`config.mk`:
```
export PLATFORM = sky130hd
export DESIGN_NAME = cache_refill_ctrl
export DESIGN_NICKNAME = d
export VERILOG_FILES = /design/src/rtl/cache_refill_ctrl.sv
export SDC_FILE = /design/constraint.sdc
export NUM_CORES = 1
export LEC_CHECK = 0
export CAP_MARGIN = 10
export CORE_MARGIN = 2
export CORE_UTILIZATION = 50
export DETAILED_ROUTE_END_ITERATION = 8
export DONT_BUFFER_PORTS = 1
export GPL_TIMING_DRIVEN = 0
export SLEW_MARGIN = 0
export SYNTH_ARGS = -nofsm -noshare
export SYNTH_HDL_FRONTEND = slang
export SYNTH_SLANG_ARGS = --single-unit
```
`constraint.sdc`:
```
create_clock -name clk -period 2.92 [get_ports clk]
set_clock_uncertainty 0.05 [all_clocks]
set_input_delay 0.438 -clock clk [delete_from_list [all_inputs] [get_ports clk]]
set_output_delay 0.438 -clock clk [all_outputs]
set_load 0.01 [all_outputs]
```
`src/rtl/cache_refill_ctrl.sv`:
```
// cache_refill_ctrl: fetches a missing cache block one word at a time from main memory
// and writes each word into the victim way of the data storage.
//
// Ports:
//   clk, reset             rising-edge clock, asynchronous active-high reset
//   miss, miss_addr        miss request and the byte address that missed (sampled in IDLE)
//   victim_way             way to refill, latched together with miss
//   mem_req, mem_addr      word read request and its word-aligned byte address
//   mem_ack, mem_rdata     read data valid strobe and read data
//   fill_we                one-cycle write strobe into data storage
//   fill_way, fill_word    target way and word index; hold while fill_we is low
//   fill_data              word to write; holds while fill_we is low
//   stall                  high whenever the engine is busy
//   refill_done            one-cycle pulse once the whole block is written
module cache_refill_ctrl #(
    parameter  int ADDR_W          = 32,
    parameter  int DATA_W          = 32,
    parameter  int WORDS_PER_BLOCK = 4,
    parameter  int WAYS            = 4,
    localparam int WAY_W           = $clog2(WAYS),
    localparam int CNT_W           = $clog2(WORDS_PER_BLOCK)
) (
    input  logic              clk,
    input  logic              reset,
    input  logic              miss,
    input  logic [ADDR_W-1:0] miss_addr,
    input  logic [WAY_W-1:0]  victim_way,
    output logic              mem_req,
    output logic [ADDR_W-1:0] mem_addr,
    input  logic              mem_ack,
    input  logic [DATA_W-1:0] mem_rdata,
    output logic              fill_we,
    output logic [WAY_W-1:0]  fill_way,
    output logic [CNT_W-1:0]  fill_word,
    output logic [DATA_W-1:0] fill_data,
    output logic              stall,
    output logic              refill_done
);

    localparam int OFF_W = $clog2(WORDS_PER_BLOCK * 4);

    typedef enum logic [1:0] {
        S_IDLE,
        S_REQ,
        S_FILL,
        S_DONE
    } state_t;

    state_t            state_q, state_d;
    logic [ADDR_W-1:0] base_q, base_d;
    logic [CNT_W-1:0]  cnt_q, cnt_d;
    logic [WAY_W-1:0]  way_q, way_d;
    logic [WAY_W-1:0]  fill_way_q, fill_way_d;
    logic [CNT_W-1:0]  fill_word_q, fill_word_d;
    logic [DATA_W-1:0] data_q, data_d;
    logic              last_word;

    // The byte offset inside the block never reaches memory.
    logic addr_lsb_unused;
    assign addr_lsb_unused = ^miss_addr[OFF_W-1:0];

    assign last_word = (cnt_q == CNT_W'(WORDS_PER_BLOCK - 1));

    always_comb begin
        state_d     = state_q;
        base_d      = base_q;
        cnt_d       = cnt_q;
        way_d       = way_q;
        fill_way_d  = fill_way_q;
        fill_word_d = fill_word_q;
        data_d      = data_q;
        unique case (state_q)
            S_IDLE: begin
                if (miss) begin
                    base_d  = {miss_addr[ADDR_W-1:OFF_W], {OFF_W{1'b0}}};
                    way_d   = victim_way;
                    cnt_d   = '0;
                    state_d = S_REQ;
                end
            end
            S_REQ: begin
                // The fill target is updated on the same edge as the data,
                // so the fill outputs only ever change together.
                if (mem_ack) begin
                    data_d      = mem_rdata;
                    fill_way_d  = way_q;
                    fill_word_d = cnt_q;
                    state_d     = S_FILL;
                end
            end
            S_FILL: begin
                if (last_word) begin
                    state_d = S_DONE;
                end else begin
                    cnt_d   = cnt_q + CNT_W'(1);
                    state_d = S_REQ;
                end
            end
            S_DONE: begin
                state_d = S_IDLE;
            end
            default: begin
                state_d = S_IDLE;
            end
        endcase
    end

    always_ff @(posedge clk or posedge reset) begin
        if (reset) begin
            state_q     <= S_IDLE;
            base_q      <= '0;
            cnt_q       <= '0;
            way_q       <= '0;
            fill_way_q  <= '0;
            fill_word_q <= '0;
            data_q      <= '0;
        end else begin
            state_q     <= state_d;
            base_q      <= base_d;
            cnt_q       <= cnt_d;
            way_q       <= way_d;
            fill_way_q  <= fill_way_d;
            fill_word_q <= fill_word_d;
            data_q      <= data_d;
        end
    end

    assign mem_req     = (state_q == S_REQ);
    assign mem_addr    = base_q + ADDR_W'({cnt_q, 2'b00});
    assign fill_we     = (state_q == S_FILL);
    assign fill_way    = fill_way_q;
    assign fill_word   = fill_word_q;
    assign fill_data   = data_q;
    assign stall       = (state_q != S_IDLE);
    assign refill_done = (state_q == S_DONE);

endmodule

```
==> results by group <==
Synthesis
  – Mapped Area: 0.00283 mm²
  – Synth top area cells: dfrtp_1 62%, mux2_4 16%, mux2_2 14%, buf_6 1.6%, buf_4 1.3%
  – Synth Instances: 165
  – Top post-synthesis cells by count: 70 x dfrtp_1, 34 x mux2_2, 30 x mux2_4
  – Synth Warn #: 0
  – Seq/Total Area, Yosys: 61.8%
  – Avg Cell Area, Syn: 17.2 µm²
  – Top FF cell, synth: dfrtp_1
  – Most numerous cell in the Yosys netlist: dfrtp_1
  – Synth async-reset ratio: 100%
  – Post-synthesis cell type count: 23
  – Area leader, netlist: dfrtp_1
  – FF+latch count, synth: 70
  – Synth top area share: 61.8%
  – EDFF count, synth: 0

Placement
  – Post-detail-place hpwl: 3850 µm
  – Routability congestion estimate: 0.706
  – Port bufs: 0
  – Post-DP Area: 0.00295 mm²
  – DP Worst Slack: 1.29 ns

Worst hold path
  – HP Class: input port to async pin

Layout
  – Area grow syn2layout: 9.94%
  – Area of the multi-input gates: 991 µm²
  – Fin nets: 249
  – Finished Cell Area: 0.00311 mm²
  – Register area: approximately 0.0018 mm²
  – ANT cells: 0
  – Share of cells above drive strength 1: about half
  – FILL cells: 448

Worst setup path
  – Critical path endpoint category: output pin
  – Worst reg2reg path depth: 4
  – Worst setup path startpoint: state_q[1]
  – CP max FO: 10
  – Worst EP arrival: 1.29 ns
  – WP data required: approximately 2.4 ns
  – Crit path kind: flip-flop to output pin
  – Worst r2r src: state_q[1]
  – Worst Setup Start Kind: flip-flop

CTS
  – Root buffer cell: clkbuf_8
  – Worst skew pair latency: 0.32 ns
  – # hold bufs at CTS: 0
  – Clk buf depth: 2
  – H-Tree Depth: 3
  – Setup Buffers After CTS: 0
  – PostCTS Resize Cnt: 0
  – Reg clk slew, reported paths: roughly 0.07 ns
  – Clk sinks: 70
  – TritonCTS Buffers: 9
  – CTS tree: built

Timing
  – RSZ-0062 raised after global routing: no
  – WHS: about 0.12 ns
  – Max-slew headroom: 42.5%
  – Final setup viols: 0
  – Setup tns final: 0 ns
  – Fmax: 561 MHz
  – Final worst-path setup slack: 1.14 ns
  – Min Clock Period, post-route: 1.78 ns
  – Pin slew with the least headroom to its limit: approximately 0.86 ns
  – Final Max Tran Viols: 0
  – Final period util: 61.0%
  – Hold Fails Final Rpt: 0

Global route
  – Pin count of the biggest net entering global routing: 43
  – Gr ovfl total: 0
  – Vias in the first global route: 1512
  – All-Layer GR Usage: 17.0%
  – Initial antenna violation count: 0
  – First-pass GRT wire length: between 7000 and 8000 µm

Die
  – Height of the chip: 79.3 µm
  – Initial Utilization: between 50 and 60%
  – Die Footprint: approximately 0.0063 mm²
  – Core footprint: 0.00547 mm²
  – Die Wd: 79.3 µm
  – # rows: 27
  – IO Count: 142

Power and ir drop
  – Leak pwr: 1.48 nW
  – Sequential share of power: around 55%
  – Internal power: roughly 2.5 mW
  – Pwr Density: approximately 1200 mW/mm²
  – Sw Share: 33.6%
  – Comb power frac: 27.1%
  – P_sw: 1.25 mW
  – Clock group share of total power: approximately 18%
  – Worst vdd ir: 0.521 mV

Routing
  – Routed WL: 5150 µm
  – Vias per cell: 5.48
  – DRT antenna net count: 0
  – Vias post-DR: 1397
  – Initial DRC count: 44
  – DRC Markers: 0
  – Wirelength per Cell: around 20 µm
  – First-pass iteration count of the detailed router: 4

Flow run
  – Max-cap violations: 0

Outcome
  – Status: completed
## registers in the layout, summed over array words and instances, names as in the netlist
name	count
base_q	28
cnt_q	2
fill_data	32
fill_way	2
fill_word	2
state_q	2
way_q	2
## through the flow
stage               instances  utilization, %  power (mW)
finish                    255            56.9        3.72
CTS                       255            56.9        3.77
floorplan                 166               -        2.86
global route              255            56.9        3.95
detailed placement        239            53.8        3.10
global placement          238            53.5        3.03
## routing by layer
layer	vias up	wire [µm]	global-route usage [%]
met5	-	0	0
met4	0	70	7.59
met3	9	501	8.52
met2	74	2740	28.0
met1	710	1840	18.5
li1	604	-	-
## power by group through the flow
stage	registers [mW]	clock network, mW	logic, mW
finish	2.05	0.654	1.01
detailed placement	2.08	0	1.02
global route	2.12	0.723	1.11
floorplan	1.95	0	0.908
global placement	2.06	0	0.971
CTS	2.07	0.676	1.03
## layout by cell type (no fill, tap or decap), drive strengths merged
master,n
dfrtp,70
mux2,66
clkbuf,13
buf,10
clkinv,3
and3,2
a211o,2
conb,2
inv,2
nor3b,1
nand3b,1
nor2b,1
nand2b,1
or2,1
and2,1
a22o,1
o21bai,1
nor4bb,1
o21ai,1
nor4b,1
ha,1
clkinvlp,1
## final timing paths
| path | endpoint | slack (ns) |
|---|---|---|
| worst max-delay path | fill_we | 1.14 |
| worst min register to register | way_q[0] | 0.44 |
| worst min-delay path | base_q[13] | 0.12 |
| worst max register to register | base_q[10] | 1.31 |
| min in group clk | state_q[0] | 0.20 |
| max in group asynchronous | fill_data[0] | 2.06 |
## cell type report
class / instances / area share [%]
multi-input combinational: 84 / 31.8
sequential: 70 / 56.2
clock buffer: 12 / 4.66
clock inverter: 4 / 0.723
inverter: 2 / 0.241
buffer: 10 / 2.77
timing repair buffer: 1 / 0.643
tap: 72 / 2.89
## worst max-delay path, stage by stage, from the launching register on
cell and delay (ns):
dfrtp_1 0.34, clkbuf_1 0.28, nor2b_1 0.35
## logic make-up after synthesis
kind of cell | Yosys count | share of synthesized area, %
flip-flops | 70 | 61.8
adder cells (fa/ha/maj) | 1 | 0.442
AND/OR/NAND/NOR | 10 | 2.69
multiplexers | 66 | 30.2
buffers and inverters | 12 | 3.31
other | 1 | 0.132
AO/OA/AOI/OAI | 5 | 1.37
No activity file was read; power rests on OpenSTA's default activity.
